File: src/rtl/branch_pred_ctrl_pkg.sv
// Shared encodings and counter constants for the gshare branch predictor.
package branch_pred_ctrl_pkg;

    // Next-fetch PC source select.
    typedef enum logic [1:0] {
        PCS_BTB   = 2'd0,
        PCS_SEQ   = 2'd1,
        PCS_E_TGT = 2'd2,
        PCS_E_SEQ = 2'd3
    } pc_src_e;

    // Weakly-not-taken value of a w-bit saturating counter (w in 2..4).
    function automatic logic [3:0] ctr_weak_nt(input int w);
        return 4'((1 << (w - 1)) - 1);
    endfunction

    // Saturation ceiling of a w-bit counter (w in 2..4).
    function automatic logic [3:0] ctr_max(input int w);
        return 4'((1 << w) - 1);
    endfunction

endpackage

File: src/rtl/branch_pred_ctrl_if.sv
// Fetch-side lookup, execute-side resolution and statistics bundle of the predictor.
interface branch_pred_ctrl_if #(
    parameter int IDX_W  = 8,
    parameter int GHR_W  = 8,
    parameter int STAT_W = 32
);
    logic              i_F_valid;
    logic [31:0]       i_F_pc;
    logic              i_stall;
    logic              i_btb_hit;
    logic              i_btb_jump;
    logic              o_F_predict;
    logic [GHR_W-1:0]  o_F_ghr;
    logic [IDX_W-1:0]  o_F_idx;
    logic              i_E_branch;
    logic              i_E_jump;
    logic              i_E_taken;
    logic              i_E_predict;
    logic              i_E_target_ok;
    logic [GHR_W-1:0]  i_E_ghr;
    logic [IDX_W-1:0]  i_E_idx;
    logic [1:0]        o_PC_src;
    logic              o_mispredict;
    logic              o_update_BTB;
    logic              o_jump_btb;
    logic [STAT_W-1:0] o_br_cnt;
    logic [STAT_W-1:0] o_mis_cnt;

    modport master (
        output i_F_valid, i_F_pc, i_stall, i_btb_hit, i_btb_jump,
        output i_E_branch, i_E_jump, i_E_taken, i_E_predict, i_E_target_ok,
        output i_E_ghr, i_E_idx,
        input  o_F_predict, o_F_ghr, o_F_idx, o_PC_src, o_mispredict,
        input  o_update_BTB, o_jump_btb, o_br_cnt, o_mis_cnt
    );

    modport slave (
        input  i_F_valid, i_F_pc, i_stall, i_btb_hit, i_btb_jump,
        input  i_E_branch, i_E_jump, i_E_taken, i_E_predict, i_E_target_ok,
        input  i_E_ghr, i_E_idx,
        output o_F_predict, o_F_ghr, o_F_idx, o_PC_src, o_mispredict,
        output o_update_BTB, o_jump_btb, o_br_cnt, o_mis_cnt
    );
endinterface

File: src/rtl/branch_pred_ctrl_sat_counter.sv
// Up/down counter next-value logic that sticks at zero and at a ceiling.
module sat_counter #(
    parameter int           W   = 2,
    parameter logic [W-1:0] MAX = '1
) (
    input  logic [W-1:0] cur,
    input  logic         inc,
    input  logic         dec,
    output logic [W-1:0] nxt
);

    // Step toward the requested direction unless already at that end.
    always_comb begin
        nxt = cur;
        if (inc && !dec && cur != MAX) begin
            nxt = cur + W'(1);
        end else if (dec && !inc && cur != '0) begin
            nxt = cur - W'(1);
        end
    end

endmodule

File: src/rtl/branch_pred_ctrl.sv
// Gshare direction predictor with speculative global history, mispredict recovery
// and resolved-branch / mispredict statistics.
module branch_pred_ctrl
    import branch_pred_ctrl_pkg::*;
#(
    parameter int IDX_W  = 8,
    parameter int GHR_W  = 8,
    parameter int CTR_W  = 2,
    parameter int STAT_W = 32
) (
    input logic               i_clk,
    input logic               i_rst,
    branch_pred_ctrl_if.slave bus
);

    localparam int               PHT_D   = 1 << IDX_W;
    localparam logic [CTR_W-1:0] CTR_WNT = CTR_W'(ctr_weak_nt(CTR_W));
    localparam logic [CTR_W-1:0] CTR_TOP = CTR_W'(ctr_max(CTR_W));

    logic [CTR_W-1:0]  pht [PHT_D];
    logic [CTR_W-1:0]  pht_next;
    logic [GHR_W-1:0]  ghr;
    logic [IDX_W-1:0]  f_idx;
    logic [STAT_W-1:0] br_cnt;
    logic [STAT_W-1:0] br_cnt_next;
    logic [STAT_W-1:0] mis_cnt;
    logic [STAT_W-1:0] mis_cnt_next;
    logic              predict;
    logic              e_branch;
    logic              e_jump;
    logic              e_resolve;
    logic              mispredict;
    logic              spec_shift;
    logic              pc_unused;
    pc_src_e           pc_src;

    // Only the word-index bits of the fetch PC feed the hash.
    assign pc_unused = ^{bus.i_F_pc[31:IDX_W+2], bus.i_F_pc[1:0]};

    // A simultaneous branch+jump is handled purely as a jump.
    assign e_jump    = bus.i_E_jump;
    assign e_branch  = bus.i_E_branch & ~bus.i_E_jump;
    assign e_resolve = bus.i_E_branch | bus.i_E_jump;

    assign f_idx      = bus.i_F_pc[IDX_W+1:2] ^ IDX_W'(ghr);
    assign predict    = bus.i_btb_hit & (bus.i_btb_jump | pht[f_idx][CTR_W-1]);
    assign spec_shift = bus.i_F_valid & bus.i_btb_hit & ~bus.i_btb_jump & ~bus.i_stall;

    // Flag a wrong direction or wrong target for whatever resolved in E.
    always_comb begin
        mispredict = 1'b0;
        if (e_jump) begin
            mispredict = ~bus.i_E_predict | ~bus.i_E_target_ok;
        end else if (e_branch) begin
            mispredict = (bus.i_E_taken != bus.i_E_predict) |
                         (bus.i_E_taken & ~bus.i_E_target_ok);
        end
    end

    // Redirect from E outranks the fetch-side prediction.
    always_comb begin
        pc_src = PCS_SEQ;
        if (mispredict) begin
            pc_src = (bus.i_E_taken || e_jump) ? PCS_E_TGT : PCS_E_SEQ;
        end else if (predict) begin
            pc_src = PCS_BTB;
        end
    end

    // History register: recovery from the E checkpoint wins over the speculative shift.
    always_ff @(posedge i_clk or posedge i_rst) begin
        if (i_rst) begin
            ghr <= '0;
        end else if (mispredict) begin
            ghr <= e_branch ? GHR_W'({bus.i_E_ghr, bus.i_E_taken}) : bus.i_E_ghr;
        end else if (spec_shift) begin
            ghr <= GHR_W'({ghr, predict});
        end
    end

    sat_counter #(.W(CTR_W), .MAX(CTR_TOP)) u_pht_ctr (
        .cur (pht[bus.i_E_idx]),
        .inc (bus.i_E_taken),
        .dec (~bus.i_E_taken),
        .nxt (pht_next)
    );

    // Train the counter of every resolving conditional branch, mispredicted or not.
    always_ff @(posedge i_clk or posedge i_rst) begin
        if (i_rst) begin
            for (int i = 0; i < PHT_D; i++) begin
                pht[i] <= CTR_WNT;
            end
        end else if (e_branch) begin
            pht[bus.i_E_idx] <= pht_next;
        end
    end

    sat_counter #(.W(STAT_W)) u_br_stat (
        .cur (br_cnt),
        .inc (e_resolve),
        .dec (1'b0),
        .nxt (br_cnt_next)
    );

    sat_counter #(.W(STAT_W)) u_mis_stat (
        .cur (mis_cnt),
        .inc (mispredict),
        .dec (1'b0),
        .nxt (mis_cnt_next)
    );

    // Statistics registers, saturating at all-ones.
    always_ff @(posedge i_clk or posedge i_rst) begin
        if (i_rst) begin
            br_cnt  <= '0;
            mis_cnt <= '0;
        end else begin
            br_cnt  <= br_cnt_next;
            mis_cnt <= mis_cnt_next;
        end
    end

    assign bus.o_F_predict  = predict;
    assign bus.o_F_ghr      = ghr;
    assign bus.o_F_idx      = f_idx;
    assign bus.o_PC_src     = pc_src;
    assign bus.o_mispredict = mispredict;
    assign bus.o_update_BTB = e_resolve;
    assign bus.o_jump_btb   = bus.i_E_jump;
    assign bus.o_br_cnt     = br_cnt;
    assign bus.o_mis_cnt    = mis_cnt;

endmodule

File: src/flat_wrapper.sv
// flat-port wrapper written by rule: the top's interface ports become plain ports
module branch_pred_ctrl_flat import branch_pred_ctrl_pkg::*;
#(
    parameter int IDX_W  = 8,
    parameter int GHR_W  = 8,
    parameter int CTR_W  = 2,
    parameter int STAT_W = 32
)
  (i_clk, i_rst, bus_i_F_valid, bus_i_F_pc, bus_i_stall, bus_i_btb_hit, bus_i_btb_jump, bus_i_E_branch, bus_i_E_jump, bus_i_E_taken, bus_i_E_predict, bus_i_E_target_ok, bus_i_E_ghr, bus_i_E_idx, bus_o_F_predict, bus_o_F_ghr, bus_o_F_idx, bus_o_PC_src, bus_o_mispredict, bus_o_update_BTB, bus_o_jump_btb, bus_o_br_cnt, bus_o_mis_cnt);
  branch_pred_ctrl_if #(.IDX_W(IDX_W), .GHR_W(GHR_W), .STAT_W(STAT_W)) bus_i ();
  input logic i_clk;
  input logic i_rst;
  input wire logic [$bits(bus_i.i_F_valid)-1:0] bus_i_F_valid;
  input wire logic [$bits(bus_i.i_F_pc)-1:0] bus_i_F_pc;
  input wire logic [$bits(bus_i.i_stall)-1:0] bus_i_stall;
  input wire logic [$bits(bus_i.i_btb_hit)-1:0] bus_i_btb_hit;
  input wire logic [$bits(bus_i.i_btb_jump)-1:0] bus_i_btb_jump;
  input wire logic [$bits(bus_i.i_E_branch)-1:0] bus_i_E_branch;
  input wire logic [$bits(bus_i.i_E_jump)-1:0] bus_i_E_jump;
  input wire logic [$bits(bus_i.i_E_taken)-1:0] bus_i_E_taken;
  input wire logic [$bits(bus_i.i_E_predict)-1:0] bus_i_E_predict;
  input wire logic [$bits(bus_i.i_E_target_ok)-1:0] bus_i_E_target_ok;
  input wire logic [$bits(bus_i.i_E_ghr)-1:0] bus_i_E_ghr;
  input wire logic [$bits(bus_i.i_E_idx)-1:0] bus_i_E_idx;
  output wire logic [$bits(bus_i.o_F_predict)-1:0] bus_o_F_predict;
  output wire logic [$bits(bus_i.o_F_ghr)-1:0] bus_o_F_ghr;
  output wire logic [$bits(bus_i.o_F_idx)-1:0] bus_o_F_idx;
  output wire logic [$bits(bus_i.o_PC_src)-1:0] bus_o_PC_src;
  output wire logic [$bits(bus_i.o_mispredict)-1:0] bus_o_mispredict;
  output wire logic [$bits(bus_i.o_update_BTB)-1:0] bus_o_update_BTB;
  output wire logic [$bits(bus_i.o_jump_btb)-1:0] bus_o_jump_btb;
  output wire logic [$bits(bus_i.o_br_cnt)-1:0] bus_o_br_cnt;
  output wire logic [$bits(bus_i.o_mis_cnt)-1:0] bus_o_mis_cnt;
  assign bus_i.i_F_valid = bus_i_F_valid;
  assign bus_i.i_F_pc = bus_i_F_pc;
  assign bus_i.i_stall = bus_i_stall;
  assign bus_i.i_btb_hit = bus_i_btb_hit;
  assign bus_i.i_btb_jump = bus_i_btb_jump;
  assign bus_i.i_E_branch = bus_i_E_branch;
  assign bus_i.i_E_jump = bus_i_E_jump;
  assign bus_i.i_E_taken = bus_i_E_taken;
  assign bus_i.i_E_predict = bus_i_E_predict;
  assign bus_i.i_E_target_ok = bus_i_E_target_ok;
  assign bus_i.i_E_ghr = bus_i_E_ghr;
  assign bus_i.i_E_idx = bus_i_E_idx;
  assign bus_o_F_predict = bus_i.o_F_predict;
  assign bus_o_F_ghr = bus_i.o_F_ghr;
  assign bus_o_F_idx = bus_i.o_F_idx;
  assign bus_o_PC_src = bus_i.o_PC_src;
  assign bus_o_mispredict = bus_i.o_mispredict;
  assign bus_o_update_BTB = bus_i.o_update_BTB;
  assign bus_o_jump_btb = bus_i.o_jump_btb;
  assign bus_o_br_cnt = bus_i.o_br_cnt;
  assign bus_o_mis_cnt = bus_i.o_mis_cnt;
  branch_pred_ctrl #(.IDX_W(IDX_W), .GHR_W(GHR_W), .CTR_W(CTR_W), .STAT_W(STAT_W)) u_core (.i_clk(i_clk), .i_rst(i_rst), .bus(bus_i));
endmodule
File: config.mk
export PLATFORM = sky130hd
export DESIGN_NAME = branch_pred_ctrl_flat
export DESIGN_NICKNAME = d
export VERILOG_FILES = /design/src/rtl/branch_pred_ctrl_pkg.sv /design/src/rtl/branch_pred_ctrl_if.sv /design/src/rtl/branch_pred_ctrl_sat_counter.sv /design/src/rtl/branch_pred_ctrl.sv /design/src/flat_wrapper.sv
export SDC_FILE = /design/constraint.sdc
export NUM_CORES = 2
export LEC_CHECK = 0
export ABC_AREA = 1
export BUFFER_PORTS_ARGS = -buffer_cell sky130_fd_sc_hd__buf_2
export CORE_MARGIN = 2
export CORE_UTILIZATION = 44
export CTS_CLUSTER_DIAMETER = 30
export DETAILED_ROUTE_END_ITERATION = 6
export PLACE_DENSITY_LB_ADDON = 0.15
export SLEW_MARGIN = 0
export SYNTH_ARGS = -nofsm -noshare
export SYNTH_HDL_FRONTEND = slang
export SYNTH_HIERARCHICAL = 1
export SYNTH_SLANG_ARGS = --single-unit
File: constraint.sdc
create_clock -name i_clk -period 18.95 [get_ports i_clk]
set_clock_uncertainty 0.1 [all_clocks]
set_input_delay 2.8425 -clock i_clk [delete_from_list [all_inputs] [get_ports i_clk]]
set_output_delay 2.8425 -clock i_clk [all_outputs]
set_load 0.05 [all_outputs]
* Yosys cells after proc, flatten, opt, wreduce, memory -nomap -nowiden
Cells that the tools add are included.
Word-level totals: register bits after elaboration 584, logic and storage cells 318, bits of input ports 59
Operators by class: bitwise operators 19, add/subtract/negate cells 4, eq/ne operators 4, reductions and logical operators 10, muxes and demuxes 19, order comparisons 3
Operators by type and width (count):
- $bwmux 512 | 1
- $add 32x1->32 const B | 2
- $ne 32x32->1 const B | 2
- $bmux 2 s8 | 2
- $mux 8 | 3
- $ge 9x9->1 const B | 2
- $not 8->9 | 2
- $demux 2 s8 | 1
- $mux 2 | 8
- $lt 9x1->1 const B | 1
- $xor 8x8->8 | 1
- $and 1x1->1 | 6
- $logic_and 1x1->1 | 6
- $not 1->1 | 6
- $mux 1 | 4
- $or 1x1->1 | 4
- $reduce_bool 2->1 | 2
- $add 2x1->2 const B | 1
- $ne 2x2->1 const B | 1
- $sub 2x1->2 const B | 1
- $logic_not 1->1 | 1
- $logic_or 1x1->1 | 1
- $ne 1x1->1 | 1

* Longest topological paths before layout
word-level depth 9, mapped depth 24, mapped depth without buffers 20

* By module
Netlist, hierarchy kept.
By module, submodules not included:
- branch_pred_ctrl | cells an instance 3547, instances 1, seq. area each 14934.3 um^2, area an instance 28516.1 um^2
- sat_counter at u_core.u_mis_stat | cells an instance 552, instances 1, seq. area each 0.0 um^2, area an instance 2690.1 um^2
- sat_counter at u_core.u_br_stat | cells an instance 539, instances 1, seq. area each 0.0 um^2, area an instance 2638.8 um^2
- sat_counter at u_core.u_pht_ctr | cells an instance 19, instances 1, seq. area each 0.0 um^2, area an instance 98.8 um^2

* Worst setup path before layout
Ideal clock, no wire load.
path kind input to output, start in bus_i_F_pc[4], end out bus_o_PC_src[0], data required time 16.007 ns, data arrival time 4.912 ns, cell stages on the path 13, path slack 11.096 ns, buffers on the path 1, cells stage by stage xnor2_1 inv_1 clkbuf_1 nand3_1 nand3_1 nand3_1 nand3_1 nand3_1 nand3_1 nand3_1 nand2_1 nand2_1 nand2_1
On the way: word-level cells in the longest chain between the ends 9
RTL lines:
- start: declaration | RTL line flat_wrapper.sv:14 | input wire logic [$bits(bus_i.i_F_pc)-1:0] bus_i_F_pc;
- $xor 8x8->8 | RTL line branch_pred_ctrl.sv:45 | assign f_idx = bus.i_F_pc[IDX_W+1:2] ^ IDX_W'(ghr);
- net bus_o_F_idx[2] | RTL line flat_wrapper.sv:27 | output wire logic [$bits(bus_i.o_F_idx)-1:0] bus_o_F_idx;
- $not 8->9 (implied by the code) | RTL line branch_pred_ctrl.sv:46 | assign predict = bus.i_btb_hit & (bus.i_btb_jump | pht[f_idx][CTR_W-1]);
- $bmux 2 s8 | RTL line branch_pred_ctrl.sv:46
- $mux 2 (implied by the code) (2 in a row) | RTL line branch_pred_ctrl.sv:46
- $or 1x1->1 | RTL line branch_pred_ctrl.sv:46
- $and 1x1->1 | RTL line branch_pred_ctrl.sv:46
- $mux 1 | RTL line branch_pred_ctrl.sv:65 | end else if (predict) begin
- $mux 2 | RTL line branch_pred_ctrl.sv:63 | if (mispredict) begin
- end: declaration | RTL line flat_wrapper.sv:28 | output wire logic [$bits(bus_i.o_PC_src)-1:0] bus_o_PC_src;
The timed path passes the listed nets, and every way through them passes these cells. The select of a mux whose other input is x is not followed.

* Final worst setup path
start in bus_i_F_pc[4], end out bus_o_PC_src[0]
On the way: word-level cells in the longest chain between the ends 9
RTL lines (RTL line):
- $xor 8x8->8 | branch_pred_ctrl.sv:45
- $not 8->9 (implied by the code) | branch_pred_ctrl.sv:46
- $bmux 2 s8 | branch_pred_ctrl.sv:46
- $mux 2 (implied by the code) (2 in a row) | branch_pred_ctrl.sv:46
- $or 1x1->1 | branch_pred_ctrl.sv:46
- $and 1x1->1 | branch_pred_ctrl.sv:46
- $mux 1 | branch_pred_ctrl.sv:65
- $mux 2 | branch_pred_ctrl.sv:63
No other way between the ends. The select of a mux whose other input is x is not followed.

==> qor.yml <==
violations: "DRC"
status: "finished with violations"
crit_fanout: 33
net-switching-power_mw: 1.96
cts.clk_slew.worst_paths_ns: 0.04
power_density_mw_per_mm2: 137
hold_viol: 0
clockBufferDepth: 3
ctsResizeCount: 0
gp_congestion: 0.920
hp-class: "register to register"
fp-row-count: 101
cts_tree: "done"
netlist-cell-type-count: 49
rsz0062_at_grt: "false"
p_int_mw: 3.64
layout.nets: 4811
cts_setup_buffers: 0
drtAntennaViolNets: 0
hpwl_um: 72900
syn_inst: 4657
synth_top_area_share_pct: 24.2
antenna_found_initial: 1
drt_iter0_markers: 3769
swShare_pct: 35.0
start_kind: "primary input"
grt_pass1_wl_um: 187000
io_pins: 145
yosys_most_used_dff: "dfrtp_1"
min_period_over_period_pct: 53.5
initial_core_util_pct: 44.5
port_buffers: 120
yosysWarnings: 6
synthesis.area_mm2: 0.0339
synth_area_leaders: "dfrtp_1, dfstp_2, nand2_1"
p_leak_nw: 17.0
viasPerCell: 5.63
fillers: 7289
drc: 5
p_seq_share_pct: 26.5
h-tree-depth: 4
pwr-share-clk_pct: 49.4
async_flop_share_pct: 100
arrival_ns: 7.20
syn_to_final_growth_pct: 20.5
path_class: "primary input to output pin"
setup_viol_count_final: 0
die_y_um: 282
die_w_um: 282
tightest_slew_ns: 1.34
core_mm2: 0.0762
synth_area_per_cell_um2: 7.29
synth_common_cells: "nand2_1, nand3_1, o21ai_0"
ctsHoldBuffers: 0
worst_ep_required_time_ns: 16.01
routedWlPerCell_um: 20.9
grt_max_degree: 159
power_frac_comb_pct: 24.1
yosysTopAreaCell: "dfrtp_1"
post-route-min-period_ns: 10.15
ir_drop_mv: 0.0862
cts_sinks: 584
vias: 33200
die_area_mm2: 0.0794
finalMaxSlewViolations: 0
maxSlewHeadroom_pct: 10.2
wirelength_um: 123000
cts_root_buf: "clkbuf_16"
endpoint_kind: "output pin"
first_pass_iters: 7
drive_above_1_share_pct: 17.8
timing.fmax_mhz: 98.6
synth_seq_cells: 584
seq_area_frac_synth_pct: 44.0
tns_ns: 0
yosys.cell_count.top_type: "nand2_1"
gr-usage-all-layers_pct: 31.0
finalPower_mw: 5.59
clock_latency_ns: 0.72
cts_buffers: 155
grt_pass1_vias: 31300
synth-edff-count: 0
grt-ovfl-total: 0
diodes: 0
cap_violations: 0
==> power by group through the flow <==
stage               Sequential [mW]  Combinational, mW  Clock [mW]
global route                   1.50               1.46        2.87
CTS                            1.48               1.33        2.80
floorplan                      1.62              0.836           0
detailed placement             1.50               1.32           0
global placement               1.50               1.31           0
finish                         1.48               1.35        2.76
==> final cells by class <==
type | instances | area (µm²) | share of cell area (%)
Tap cell | 1030 | 1290 | 3.15
Timing Repair Buffer | 189 | 1150 | 2.81
Inverter | 406 | 1550 | 3.78
Clock inverter | 70 | 1020 | 2.49
Clock buffer | 218 | 4540 | 11.1
Multi-Input combinational cell | 3408 | 16400 | 40.2
Sequential cell | 584 | 14900 | 36.5
==> critical path: stages <==
cell	delay, ns
buf_2	0.11
xnor2_2	0.16
buf_4	0.67
clkinv_1	1.07
buf_4	0.61
nand3_1	0.14
nand3_1	0.10
nand3_1	0.20
nand3_1	0.26
nand3_1	0.25
nand3_1	0.10
nand3_1	0.20
nand2_1	0.10
nand2_1	0.10
nand2_1	0.06
buf_2	0.21
==> kinds of logic (layout without fill, tap and decap cells) <==
group                      after synthesis  count (layout)  share of synthesized area [%]
and+or+nand+nor                       2513            2513                           31.4
xor gates and xnor gates                52              52                           1.41
buffers and inverters                  668             883                           8.15
adders and majority gates                8               8                          0.295
DFF                                    584             584                           44.0
AOI/OAI and AO/OA                      831             831                           14.7
other                                    1               4                         0.0110
==> registers in the layout, indices dropped and copies added (netlist names) <==
name                  count
u_core/bus.o_F_ghr        8
u_core/pht              512
u_core/bus.o_mis_cnt     32
u_core/bus.o_br_cnt      32
==> through the flow <==
stage	area [µm²]	worst slack [ns]	cells	hold WS [ns]	util [%]
2_1_floorplan	34000	0.0899	4660	0.353	-
3_3_place_gp	35300	8.62	5617	0.359	46.4
3_5_place_dp	35300	8.66	5617	0.363	46.4
4_1_cts	40900	9.10	5905	0.370	53.7
5_1_grt	40900	8.82	5905	0.385	53.7
6_report	40900	8.80	5905	0.370	53.7
==> layer usage <==
metal  vias up  wire length [µm]  track usage (%)
met5         -                 0                0
met4         0              4960             13.3
met3       311             11300             5.86
met2      1601             54300             48.1
met1     15700             52700             42.3
li1      15600                 -                -
==> placed cells by master, fill, tap and decap left out, types with 58 or more instances in the layout <==
master	count
clkbuf_16	160
inv_1	391
a22oi_1	135
dfrtp_1	328
o221ai_1	58
nand2_1	1600
nand3_1	515
nand4_1	58
nor2_1	191
dfstp_2	256
buf_2	118
buf_4	69
o21ai_1	119
o21ai_0	411
==> final timing paths <==
| check | start | cells after the start | end | slack (ns) |
|---|---|---|---|---|
| max reg2reg | u_core/pht[470] | 15 | u_core/pht[495] | 13.55 |
| min in group asynchronous | i_rst | 2 | u_core/bus.o_br_cnt[1] | 2.10 |
| min reg2reg | u_core/pht[300] | 2 | u_core/pht[300] | 0.37 |
| max | bus_i_F_pc[4] | 16 | bus_o_PC_src[0] | 8.80 |
| max in group asynchronous | i_rst | 5 | u_core/pht[285] | 13.74 |
| min | u_core/pht[300] | 2 | u_core/pht[300] | 0.37 |
No activity file was read; power rests on OpenSTA's default activity.
